===== config.mk =====
export PLATFORM = sky130hd
export DESIGN_NAME = muldiv_arbiter
export DESIGN_NICKNAME = d
export VERILOG_FILES = /design/src/rtl/muldiv_arbiter.sv
export SDC_FILE = /design/constraint.sdc
export NUM_CORES = 1
export LEC_CHECK = 0
export ABC_AREA = 0
export CORE_AREA = 5 5 159 161
export DETAILED_ROUTE_END_ITERATION = 10
export DIE_AREA = 0 0 164 166
export PLACE_DENSITY_LB_ADDON = 0.2
export SLEW_MARGIN = 20
export SYNTH_ARGS = -nofsm -noshare
export SYNTH_HDL_FRONTEND = slang
export SYNTH_SLANG_ARGS = --single-unit

===== constraint.sdc =====
create_clock -name i_aclk -period 4.25 [get_ports i_aclk]
set_clock_uncertainty 0.15 [all_clocks]
set_input_delay 1.0625 -clock i_aclk [delete_from_list [all_inputs] [get_ports i_aclk]]
set_output_delay 1.0625 -clock i_aclk [all_outputs]
set_load 0.005 [all_outputs]

===== src/rtl/muldiv_arbiter.sv =====
// Round-robin arbiter and sequencer that shares one iterative RV32M multiply/divide
// unit among NUM_REQ execute stages, returning each result to its owner.
module muldiv_arbiter #(
  parameter int unsigned NUM_REQ   = 4,
  parameter int unsigned DATA_SIZE = 32,
  parameter int unsigned OP_W      = 3
) (
  input  logic                           i_aclk,
  input  logic                           i_areset_n,
  input  logic [NUM_REQ-1:0]             i_req,
  input  logic [NUM_REQ*OP_W-1:0]        i_op,
  input  logic [NUM_REQ*DATA_SIZE-1:0]   i_op_a,
  input  logic [NUM_REQ*DATA_SIZE-1:0]   i_op_b,
  input  logic [NUM_REQ-1:0]             i_flush,
  output logic [NUM_REQ-1:0]             o_ack,
  output logic [NUM_REQ-1:0]             o_done,
  output logic [DATA_SIZE-1:0]           o_result,
  output logic                           o_mdu_start,
  output logic [OP_W-1:0]                o_mdu_op,
  output logic [DATA_SIZE-1:0]           o_mdu_a,
  output logic [DATA_SIZE-1:0]           o_mdu_b,
  input  logic                           i_mdu_done,
  input  logic [DATA_SIZE-1:0]           i_mdu_result
);

  localparam int unsigned PTR_W = (NUM_REQ > 1) ? $clog2(NUM_REQ) : 1;

  typedef enum logic [1:0] {
    ST_IDLE  = 2'd0,
    ST_ISSUE = 2'd1,
    ST_WAIT  = 2'd2,
    ST_RESP  = 2'd3
  } state_e;

  state_e                 state_q, state_d;
  logic [PTR_W-1:0]       rr_ptr_q, rr_ptr_d;
  logic [PTR_W-1:0]       owner_q, owner_d;
  logic                   kill_q, kill_d;
  logic [NUM_REQ-1:0]     ack_q, ack_d;
  logic [NUM_REQ-1:0]     done_q, done_d;
  logic                   start_q, start_d;
  logic [DATA_SIZE-1:0]   result_q, result_d;
  logic [OP_W-1:0]        op_q, op_d;
  logic [DATA_SIZE-1:0]   a_q, a_d;
  logic [DATA_SIZE-1:0]   b_q, b_d;

  logic [NUM_REQ-1:0]     elig_c;
  logic                   gnt_vld_c;
  logic [PTR_W-1:0]       gnt_idx_c;
  logic [PTR_W-1:0]       rr_next_c;
  logic [OP_W-1:0]        sel_op_c;
  logic [DATA_SIZE-1:0]   sel_a_c;
  logic [DATA_SIZE-1:0]   sel_b_c;
  logic                   owner_flush_c;
  logic                   kill_now_c;

  // Round-robin pick: first eligible requester at or above rr_ptr, wrapping.
  always_comb begin : arb_c
    elig_c    = i_req & ~i_flush;
    gnt_vld_c = 1'b0;
    gnt_idx_c = '0;
    for (int i = 0; i < int'(NUM_REQ); i++) begin
      for (int j = 0; j < int'(NUM_REQ); j++) begin
        if (!gnt_vld_c && elig_c[j] &&
            (((int'(rr_ptr_q) + i) % int'(NUM_REQ)) == j)) begin
          gnt_vld_c = 1'b1;
          gnt_idx_c = PTR_W'(j);
        end
      end
    end
    rr_next_c = PTR_W'((int'(gnt_idx_c) + 1) % int'(NUM_REQ));
  end

  // Operand slice of the winner and flush bit of the current owner.
  always_comb begin : sel_c
    sel_op_c      = '0;
    sel_a_c       = '0;
    sel_b_c       = '0;
    owner_flush_c = 1'b0;
    for (int r = 0; r < int'(NUM_REQ); r++) begin
      if (gnt_idx_c == PTR_W'(r)) begin
        sel_op_c = i_op[r*OP_W +: OP_W];
        sel_a_c  = i_op_a[r*DATA_SIZE +: DATA_SIZE];
        sel_b_c  = i_op_b[r*DATA_SIZE +: DATA_SIZE];
      end
      if (owner_q == PTR_W'(r)) begin
        owner_flush_c = i_flush[r];
      end
    end
  end

  always_comb begin : fsm_c
    state_d    = state_q;
    rr_ptr_d   = rr_ptr_q;
    owner_d    = owner_q;
    kill_d     = kill_q;
    op_d       = op_q;
    a_d        = a_q;
    b_d        = b_q;
    result_d   = result_q;
    ack_d      = '0;
    done_d     = '0;
    start_d    = 1'b0;
    kill_now_c = kill_q | owner_flush_c;

    case (state_q)
      ST_IDLE: begin
        if (gnt_vld_c) begin
          owner_d  = gnt_idx_c;
          op_d     = sel_op_c;
          a_d      = sel_a_c;
          b_d      = sel_b_c;
          kill_d   = 1'b0;
          rr_ptr_d = rr_next_c;
          for (int r = 0; r < int'(NUM_REQ); r++) begin
            ack_d[r] = (gnt_idx_c == PTR_W'(r));
          end
          state_d  = ST_ISSUE;
        end
      end
      ST_ISSUE: begin
        // Start is registered, so the MDU sees it in the first WAIT cycle.
        start_d = 1'b1;
        kill_d  = kill_now_c;
        state_d = ST_WAIT;
      end
      ST_WAIT: begin
        kill_d = kill_now_c;
        if (i_mdu_done) begin
          if (!kill_now_c) begin
            result_d = i_mdu_result;
          end
          for (int r = 0; r < int'(NUM_REQ); r++) begin
            done_d[r] = !kill_now_c && (owner_q == PTR_W'(r));
          end
          state_d = ST_RESP;
        end
      end
      ST_RESP: begin
        state_d = ST_IDLE;
      end
      default: begin
        state_d = ST_IDLE;
      end
    endcase
  end

  always_ff @(posedge i_aclk or negedge i_areset_n) begin
    if (!i_areset_n) begin
      state_q  <= ST_IDLE;
      rr_ptr_q <= '0;
      owner_q  <= '0;
      kill_q   <= 1'b0;
      ack_q    <= '0;
      done_q   <= '0;
      start_q  <= 1'b0;
      result_q <= '0;
      op_q     <= '0;
      a_q      <= '0;
      b_q      <= '0;
    end else begin
      state_q  <= state_d;
      rr_ptr_q <= rr_ptr_d;
      owner_q  <= owner_d;
      kill_q   <= kill_d;
      ack_q    <= ack_d;
      done_q   <= done_d;
      start_q  <= start_d;
      result_q <= result_d;
      op_q     <= op_d;
      a_q      <= a_d;
      b_q      <= b_d;
    end
  end

  assign o_ack       = ack_q;
  assign o_done      = done_q;
  assign o_result    = result_q;
  assign o_mdu_start = start_q;
  assign o_mdu_op    = op_q;
  assign o_mdu_a     = a_q;
  assign o_mdu_b     = b_q;

endmodule


==> results of run 1 <==
state kept, by name (all words and copies together) (netlist names):
register,cells
o_mdu_op,3
o_mdu_b,32
o_mdu_a,32
o_done,4
rr_ptr_q,2
kill_q,1
owner_q,2
o_mdu_start,1
o_result,32
o_ack,4
state_q,2
cell families (layout without fill, tap and decap cells):
family | after synthesis | count (layout)
buffers and inverters | 81 | 476
AND/OR/NAND/NOR | 161 | 161
multiplexers | 36 | 36
flip-flops | 115 | 115
adder cells (fa/ha/maj) | 8 | 8
AO/OA/AOI/OAI | 347 | 347
critical path, cell delays in order:
cell,delay [ps]
sky130_fd_sc_hd__clkdlybuf4s50_1,480
sky130_fd_sc_hd__nor2b_1,370
sky130_fd_sc_hd__a31oi_1,140
sky130_fd_sc_hd__and3_1,240
sky130_fd_sc_hd__inv_1,130
sky130_fd_sc_hd__ha_2,220
sky130_fd_sc_hd__buf_4,400
sky130_fd_sc_hd__nand2_1,90
sky130_fd_sc_hd__o21ai_0,280
sky130_fd_sc_hd__a22oi_1,110
sky130_fd_sc_hd__o21ai_0,150
power by group:
part | total, mW | switching, mW | internal [mW]
clock | 1.35 | 0.537 | 0.816
sequential | 1.82 | 0.254 | 1.57
combinational | 2.91 | 1.28 | 1.63
cell type report:
cell class,count,area share [%]
Clock buffer,19,3.83
Clock inverter,13,0.951
Inverter,10,0.324
Multi-Input combinational cell,552,28.6
Sequential cell,115,24.9
Tap cell,324,3.50
Timing Repair Buffer,434,37.9
stage by stage:
step / power [mW] / cells / setup WS, ps
global route: 6.55 / 1467 / 486
detailed placement: 4.80 / 1435 / 221
CTS: 6.18 / 1467 / 627
finish: 6.09 / 1467 / 717
floorplan: 3.14 / 748 / 937
global placement: 4.77 / 1435 / 297
worst min-delay path by stage:
stage	end	slack, ps	cells after the start
2_1_floorplan	o_done[1]	320	1
3_3_place_gp	o_mdu_a[21]	310	2
3_5_place_dp	o_mdu_a[22]	320	2
4_1_cts	o_mdu_a[22]	330	2
5_1_grt	o_mdu_a[18]	350	2
6_report	o_mdu_a[23]	320	2
cell usage in the layout, fill, tap and decap left out, drive strengths merged, types with 3 or more instances in the layout:
cell           count
clkinvlp           5
o21ai            136
ha                 8
clkbuf            19
nor2               5
a22oi             67
clkinv             5
nor2b              5
clkdlybuf4s50    417
inv               12
mux2              34
a21oi             70
nor3b              3
nand2            138
o21a              67
buf               17
dfrtp            115
layer usage:
layer	up-vias	routed length [µm]	global-route usage, %
met4	0	613	6.42
li1	3431	-	-
met2	299	13000	32.7
met1	3180	10900	22.4
met5	-	0	0
met3	30	2920	7.72
==> metrics.txt, run 1 <==
# TYPE chip_impl_metric gauge
chip_impl_info{name="run_status",value="complete, no violations"} 1
chip_impl_info{name="critical_path.reg2reg.startpoint",value="rr_ptr_q[1]"} 1
chip_impl_info{name="worst_setup_path_end_kind",value="flip-flop"} 1
chip_impl_metric{name="fp.dieH",unit="µm"} 166
chip_impl_metric{name="number_of_hold_buffers_added_after_cts",unit=""} 0
chip_impl_metric{name="vias",unit=""} 6940
chip_impl_metric{name="postSynthRegisterBits",unit=""} 115
chip_impl_info{name="critical_path.endpoint",value="o_mdu_b[11]"} 1
chip_impl_metric{name="hold_viol_final",unit=""} 0
chip_impl_metric{name="max_clock_freq",unit="MHz"} 283
chip_impl_metric{name="insertion_delay",unit="ps"} 410
chip_impl_metric{name="simple_gate_share_of_the_synthesized_area",unit="%"} 10.3
chip_impl_info{name="holdCritStartpoint",value="o_mdu_a[23]"} 1
chip_impl_info{name="crit_path_start",value="i_req[2]"} 1
chip_impl_metric{name="cts_buffer_depth",unit=""} 2
chip_impl_metric{name="tritoncts_num_sinks",unit=""} 115
chip_impl_metric{name="cts.clk_slew.worst_paths",unit="ps"} 60
chip_impl_info{name="timing.setup.critical_path_class",value="input port to flip-flop"} 1
chip_impl_metric{name="antenna-diode-count",unit=""} 0
chip_impl_metric{name="drt_first_pass_iters",unit=""} 4
chip_impl_info{name="post_synth_main_area_contributors",value="sky130_fd_sc_hd__dfrtp_1 (44%), sky130_fd_sc_hd__o21ai_0 (9.9%), sky130_fd_sc_hd__nand2_1 (8.0%), sky130_fd_sc_hd__a22oi_1 (7.7%), sky130_fd_sc_hd__o21a_1 (7.7%)"} 1
chip_impl_info{name="start_kind",value="input port"} 1
chip_impl_metric{name="holdWs",unit="ps"} 324
chip_impl_metric{name="tns",unit="ps"} 0
chip_impl_metric{name="grt.overflow.total",unit=""} 0
chip_impl_metric{name="maxSlewHeadroom",unit="%"} 56.0
chip_impl_metric{name="io-pin-count",unit=""} 419
chip_impl_metric{name="finalWeightedCongestion",unit=""} 0.829
chip_impl_metric{name="slew_viol_final",unit=""} 0
chip_impl_info{name="synth_top_family_by_area",value="compound AO/OA/AOI/OAI gates"} 1
chip_impl_metric{name="synth-compound-area-share",unit="%"} 32.4
chip_impl_metric{name="post_synth.cell_area_avg",unit="µm²"} 8.70
chip_impl_metric{name="power_per_standard_cell_area",unit="nW/µm²"} 526
chip_impl_metric{name="synth_adder_area_share",unit="%"} 1.54
chip_impl_metric{name="timing.reg2reg.worst_path_depth",unit=""} 10
chip_impl_metric{name="seq_area",unit="µm²"} 2880
chip_impl_metric{name="drtIter0Drc",unit=""} 241
chip_impl_metric{name="drc",unit=""} 0
chip_impl_info{name="synthDominantAreaCellType",value="sky130_fd_sc_hd__dfrtp_1"} 1
chip_impl_metric{name="routed_wl",unit="µm"} 27400
chip_impl_metric{name="h-tree-depth",unit=""} 4
chip_impl_metric{name="final_core_utilization",unit="%"} 48.6
chip_impl_metric{name="synthToLayoutAreaGrowth",unit="%"} 77.9
chip_impl_metric{name="design.die.area",unit="µm²"} 27200
chip_impl_metric{name="layout-drive-gt1-share",unit="%"} 7.96
chip_impl_metric{name="portion_of_the_post_synthesis_area_used_by_sequential_elements",unit="%"} 44.2
chip_impl_metric{name="initial_util",unit="%"} 27.3
chip_impl_metric{name="core_region_area",unit="µm²"} 23800
chip_impl_info{name="ys.flop_type",value="sky130_fd_sc_hd__dfrtp_1"} 1
chip_impl_metric{name="std_cell_rows",unit=""} 57
chip_impl_metric{name="finalNetCount",unit=""} 1449
chip_impl_metric{name="worst_path_max_fanout",unit=""} 39
chip_impl_metric{name="dpl-instance-area",unit="µm²"} 11000
chip_impl_metric{name="r2r_slack",unit="ps"} 1560
chip_impl_metric{name="place_hpwl",unit="µm"} 20600
chip_impl_metric{name="fp.dieW",unit="µm"} 164
chip_impl_metric{name="cts_made_buffers",unit=""} 17
chip_impl_metric{name="final_design_area_excluding_fillers",unit="µm²"} 11600
chip_impl_metric{name="timing.final.crit_period",unit="ps"} 3530
chip_impl_info{name="hold_class",value="flip-flop to flip-flop"} 1
chip_impl_metric{name="post_synth_xor_area_fraction",unit="%"} 0
chip_impl_metric{name="synth-edff-count",unit=""} 0
chip_impl_metric{name="numPortBuffers",unit=""} 418
chip_impl_metric{name="cts_repair_resize_count",unit=""} 0
chip_impl_metric{name="synth.yosys.warnings",unit=""} 0
chip_impl_info{name="tritoncts",value="yes"} 1
chip_impl_metric{name="synth_area",unit="µm²"} 6510
chip_impl_metric{name="synth_cells",unit=""} 748
chip_impl_info{name="rsz_0062_raised_after_global_routing",value="false"} 1
chip_impl_info{name="cts.root.buffer_cell",value="sky130_fd_sc_hd__clkbuf_16"} 1
chip_impl_metric{name="grt_max_degree",unit=""} 93
chip_impl_info{name="synth_top_cells_by_count",value="sky130_fd_sc_hd__nand2_1 (138), sky130_fd_sc_hd__o21ai_0 (129), sky130_fd_sc_hd__dfrtp_1 (115)"} 1
chip_impl_info{name="worst_r2r_endpoint",value="o_mdu_b[11]"} 1
chip_impl_metric{name="synth_top_area_share",unit="%"} 44.2
chip_impl_metric{name="fillers",unit=""} 2320
chip_impl_metric{name="worst_ep_arrival_time",unit="ps"} 3710
chip_impl_info{name="synth.most_common_cell",value="sky130_fd_sc_hd__nand2_1"} 1
chip_impl_metric{name="max_cap_check_violation_count",unit=""} 0
chip_impl_metric{name="postSynthNetCount",unit=""} 1067
chip_impl_metric{name="vdd.ir_drop.worst",unit="mV"} 0.259
chip_impl_metric{name="number_of_global_route_vias_before_repair",unit=""} 7022
chip_impl_metric{name="cellLeakagePower",unit="nW"} 4.63
chip_impl_metric{name="report.final.setup_viol",unit=""} 0
chip_impl_metric{name="multi_input_comb_area",unit="µm²"} 3310
chip_impl_metric{name="grt_antenna_before_repair",unit=""} 0
chip_impl_metric{name="drt-vias-per-instance",unit=""} 4.73
chip_impl_metric{name="crit_required",unit="ps"} 4430
chip_impl_metric{name="first_pass_grt_wire_length",unit="µm"} 41000
chip_impl_metric{name="post-cts-setup-buffers",unit=""} 0
chip_impl_metric{name="max_slew.worst_pin.slew",unit="ps"} 654
chip_impl_metric{name="synth.area.mux_share",unit="%"} 6.38
chip_impl_metric{name="fin_crit_sh",unit="%"} 83.1
chip_impl_metric{name="synth-async-reset-ratio",unit="%"} 100
chip_impl_metric{name="synth_cell_type_count",unit=""} 37
chip_impl_metric{name="drt-wirelength-per-cell",unit="µm"} 18.7
chip_impl_metric{name="grtUsageTotal",unit="%"} 19.4
chip_impl_metric{name="ant_nets",unit=""} 0
Power figures use the tool's default switching activity.
==> run 2: changes to the inputs <==
--- a/config.mk
+++ b/config.mk
@@ -6,9 +6,9 @@
 export NUM_CORES = 1
 export LEC_CHECK = 0
 export ABC_AREA = 0
-export CORE_AREA = 5 5 159 161
+export CORE_AREA = 5 5 160 162
 export DETAILED_ROUTE_END_ITERATION = 10
-export DIE_AREA = 0 0 164 166
+export DIE_AREA = 0 0 165 167
 export PLACE_DENSITY_LB_ADDON = 0.2
 export SLEW_MARGIN = 20
 export SYNTH_ARGS = -nofsm -noshare
==> constraint.sdc (replaced) <==
create_clock -name i_aclk -period 3.48 [get_ports i_aclk]
set_clock_uncertainty 0.15 [all_clocks]
set_input_delay 0.87 -clock i_aclk [delete_from_list [all_inputs] [get_ports i_aclk]]
set_output_delay 0.87 -clock i_aclk [all_outputs]
set_load 0.005 [all_outputs]
==> run 2 against run 1 <==
  * Worst setup slack got worse by 270 ps
  * Clock-buffer cell count rose by 1
  * Die area rose by 1.2%
  * Final cell count rose by 0.89%
  * Sequential cell count did not move
  * Critical endpoint is now o_mdu_b[0]
  * Highest routed layer is now met5
==> metrics.txt, run 2 (synthesized netlist as in run 1, its figures left out) <==
# TYPE chip_impl_metric gauge
chip_impl_metric{name="placedCellCount",unit=""} 1448
chip_impl_metric{name="grt_antenna_before_repair",unit=""} 1
chip_impl_info{name="mostFrequentLayoutCells",value="sky130_fd_sc_hd__clkdlybuf4s50_1 (417), sky130_fd_sc_hd__nand2_1 (138), sky130_fd_sc_hd__o21ai_0 (129)"} 1
chip_impl_metric{name="design.die.area",unit="µm²"} 27600
chip_impl_metric{name="multi_input_comb_area",unit="µm²"} 3310
chip_impl_metric{name="place_hpwl",unit="µm"} 21800
chip_impl_metric{name="crit_required",unit="ps"} 3650
chip_impl_metric{name="io-pin-count",unit=""} 419
chip_impl_info{name="timing.setup.critical_path_class",value="input port to flip-flop"} 1
chip_impl_metric{name="vias",unit=""} 7050
chip_impl_metric{name="grt_max_degree",unit=""} 60
chip_impl_metric{name="report.final.setup_viol",unit=""} 0
chip_impl_metric{name="vdd.ir_drop.worst",unit="mV"} 0.352
chip_impl_metric{name="grtUsageTotal",unit="%"} 20.0
chip_impl_metric{name="grt.overflow.total",unit=""} 0
chip_impl_metric{name="finalNetCount",unit=""} 1462
chip_impl_metric{name="worst_path_max_fanout",unit=""} 27
chip_impl_metric{name="final_non_filler_cell_total",unit=""} 1480
chip_impl_metric{name="p_clk_share",unit="%"} 22.8
chip_impl_metric{name="max_slew.worst_pin.slew",unit="ps"} 755
chip_impl_metric{name="hold_viol_final",unit=""} 0
chip_impl_metric{name="fin_crit_sh",unit="%"} 87.3
chip_impl_metric{name="cts_made_buffers",unit=""} 17
chip_impl_info{name="hold_class",value="input port to asynchronous set/reset pin"} 1
chip_impl_metric{name="fp.dieW",unit="µm"} 165
chip_impl_metric{name="post-cts-setup-buffers",unit=""} 0
chip_impl_metric{name="antenna-diode-count",unit=""} 0
chip_impl_metric{name="p_seq_share",unit="%"} 29.4
chip_impl_metric{name="cts_buffer_depth",unit=""} 2
chip_impl_metric{name="fp.dieH",unit="µm"} 167
chip_impl_metric{name="drt_first_pass_iters",unit=""} 4
chip_impl_metric{name="initial_util",unit="%"} 27.2
chip_impl_metric{name="number_of_hold_buffers_added_after_cts",unit=""} 0
chip_impl_metric{name="max_clock_freq",unit="MHz"} 329
chip_impl_metric{name="max_cap_check_violation_count",unit=""} 0
chip_impl_info{name="run_status",value="complete, no violations"} 1
chip_impl_metric{name="finalWeightedCongestion",unit=""} 0.813
chip_impl_metric{name="cellLeakagePower",unit="nW"} 4.74
chip_impl_metric{name="slew_viol_final",unit=""} 0
chip_impl_metric{name="routed_wl",unit="µm"} 28800
chip_impl_info{name="cts.root.buffer_cell",value="sky130_fd_sc_hd__clkbuf_16"} 1
chip_impl_metric{name="number_of_global_route_vias_before_repair",unit=""} 7329
chip_impl_info{name="rsz_0062_raised_after_global_routing",value="false"} 1
chip_impl_metric{name="drtIter0Drc",unit=""} 398
chip_impl_metric{name="p_int",unit="mW"} 5.03
chip_impl_metric{name="drt-vias-per-instance",unit=""} 4.76
chip_impl_info{name="final_common_cell",value="sky130_fd_sc_hd__clkdlybuf4s50_1"} 1
chip_impl_metric{name="seq_area",unit="µm²"} 2880
chip_impl_metric{name="power_per_standard_cell_area",unit="nW/µm²"} 647
chip_impl_metric{name="first_pass_grt_wire_length",unit="µm"} 42400
chip_impl_metric{name="insertion_delay",unit="ps"} 410
chip_impl_metric{name="timing.final.crit_period",unit="ps"} 3040
chip_impl_metric{name="cts.clk_slew.worst_paths",unit="ps"} 60
chip_impl_metric{name="sw_frac_of_total",unit="%"} 34.0
chip_impl_metric{name="fillers",unit=""} 2348
chip_impl_metric{name="p_sw",unit="mW"} 2.59
chip_impl_info{name="tritoncts",value="yes"} 1
chip_impl_info{name="worst_setup_path_end_kind",value="flip-flop"} 1
chip_impl_metric{name="cts_repair_resize_count",unit=""} 0
chip_impl_metric{name="std_cell_rows",unit=""} 57
chip_impl_metric{name="synthToLayoutAreaGrowth",unit="%"} 81.1
chip_impl_metric{name="ant_nets",unit=""} 0
chip_impl_metric{name="layout-drive-gt1-share",unit="%"} 9.08
chip_impl_info{name="start_kind",value="input port"} 1
chip_impl_metric{name="tritoncts_num_sinks",unit=""} 115
chip_impl_metric{name="tns",unit="ps"} 0
chip_impl_metric{name="h-tree-depth",unit=""} 4
chip_impl_metric{name="drc",unit=""} 0
chip_impl_metric{name="drt-wirelength-per-cell",unit="µm"} 19.5
chip_impl_metric{name="worst_ep_arrival_time",unit="ps"} 3200
chip_impl_metric{name="numPortBuffers",unit=""} 418
chip_impl_metric{name="core_region_area",unit="µm²"} 24000
chip_impl_metric{name="maxSlewHeadroom",unit="%"} 49.5
chip_impl_metric{name="combinationalPowerShare",unit="%"} 47.9
run 2: cell count changes in the layout (fill, tap and decap cells not counted), sizes merged:
cell      previous run  this run
buf                 17        30
clkinv               5         2
inv                 12        15
clkbuf              19        20
clkinvlp             5         4
run 2: power groups by stage:
stage	Combinational, mW	Sequential [mW]	Clock, mW
global route	4.02	2.32	1.85
CTS	3.71	2.25	1.78
global placement	3.66	2.25	0
finish	3.65	2.24	1.73
detailed placement	3.70	2.27	0
floorplan	1.56	2.27	0
run 2: worst paths after layout:
path                              from            to  slack [ps]  cells past startpoint
setup / recovery            i_flush[1]    o_mdu_b[0]         440                     11
hold / removal              i_areset_n  o_result[11]         250                      1
setup reg to reg           rr_ptr_q[1]    o_mdu_b[0]        1010                     10
hold reg to reg            o_mdu_a[18]   o_mdu_a[18]         330                      2
max in group asynchronous   i_areset_n    o_mdu_b[0]        2140                      2
min in group i_aclk        o_mdu_a[18]   o_mdu_a[18]         330                      2
run 2: routing by layer:
metal	wire length, µm	GRT usage (%)	vias up	share of wire, %
li1	-	-	3455	-
met1	10900	21.9	3243	38
met2	14000	34.1	309	49
met3	3050	8.23	41	11
met4	862	7.78	2	3.0
met5	13	0	-	0.045
run 2: area by class of cell:
type | count | area share [%]
tap | 324 | 3.44
clock buffer | 20 | 3.96
sequential | 115 | 24.4
multi-input combinational | 552 | 28.1
clock inverter | 12 | 1.02
inverter | 10 | 0.319
timing repair buffer | 447 | 38.7
run 2: critical path, cell delays in order:
cell	delay (ps)
sky130_fd_sc_hd__clkdlybuf4s50_1	460
sky130_fd_sc_hd__nor2b_1	290
sky130_fd_sc_hd__a21oi_1	80
sky130_fd_sc_hd__o22ai_1	240
sky130_fd_sc_hd__buf_4	190
sky130_fd_sc_hd__ha_2	200
sky130_fd_sc_hd__buf_4	350
sky130_fd_sc_hd__nand2_1	80
sky130_fd_sc_hd__o21ai_0	150
sky130_fd_sc_hd__a22oi_1	110
sky130_fd_sc_hd__o21ai_0	170
run 2: per-stage QoR:
stage / hold WS (ps) / utilization [%] / area [µm²] / worst slack [ps] / power (mW)
4_1_cts: 256 / 49.2 / 11800 / 435 / 7.74
5_1_grt: 259 / 49.2 / 11800 / 225 / 8.19
2_1_floorplan: 323 / - / 6510 / 359 / 3.83
3_3_place_gp: 312 / 46.7 / 11200 / 107 / 5.91
3_5_place_dp: 319 / 46.7 / 11200 / 13.4 / 5.97
6_report: 252 / 49.2 / 11800 / 443 / 7.62
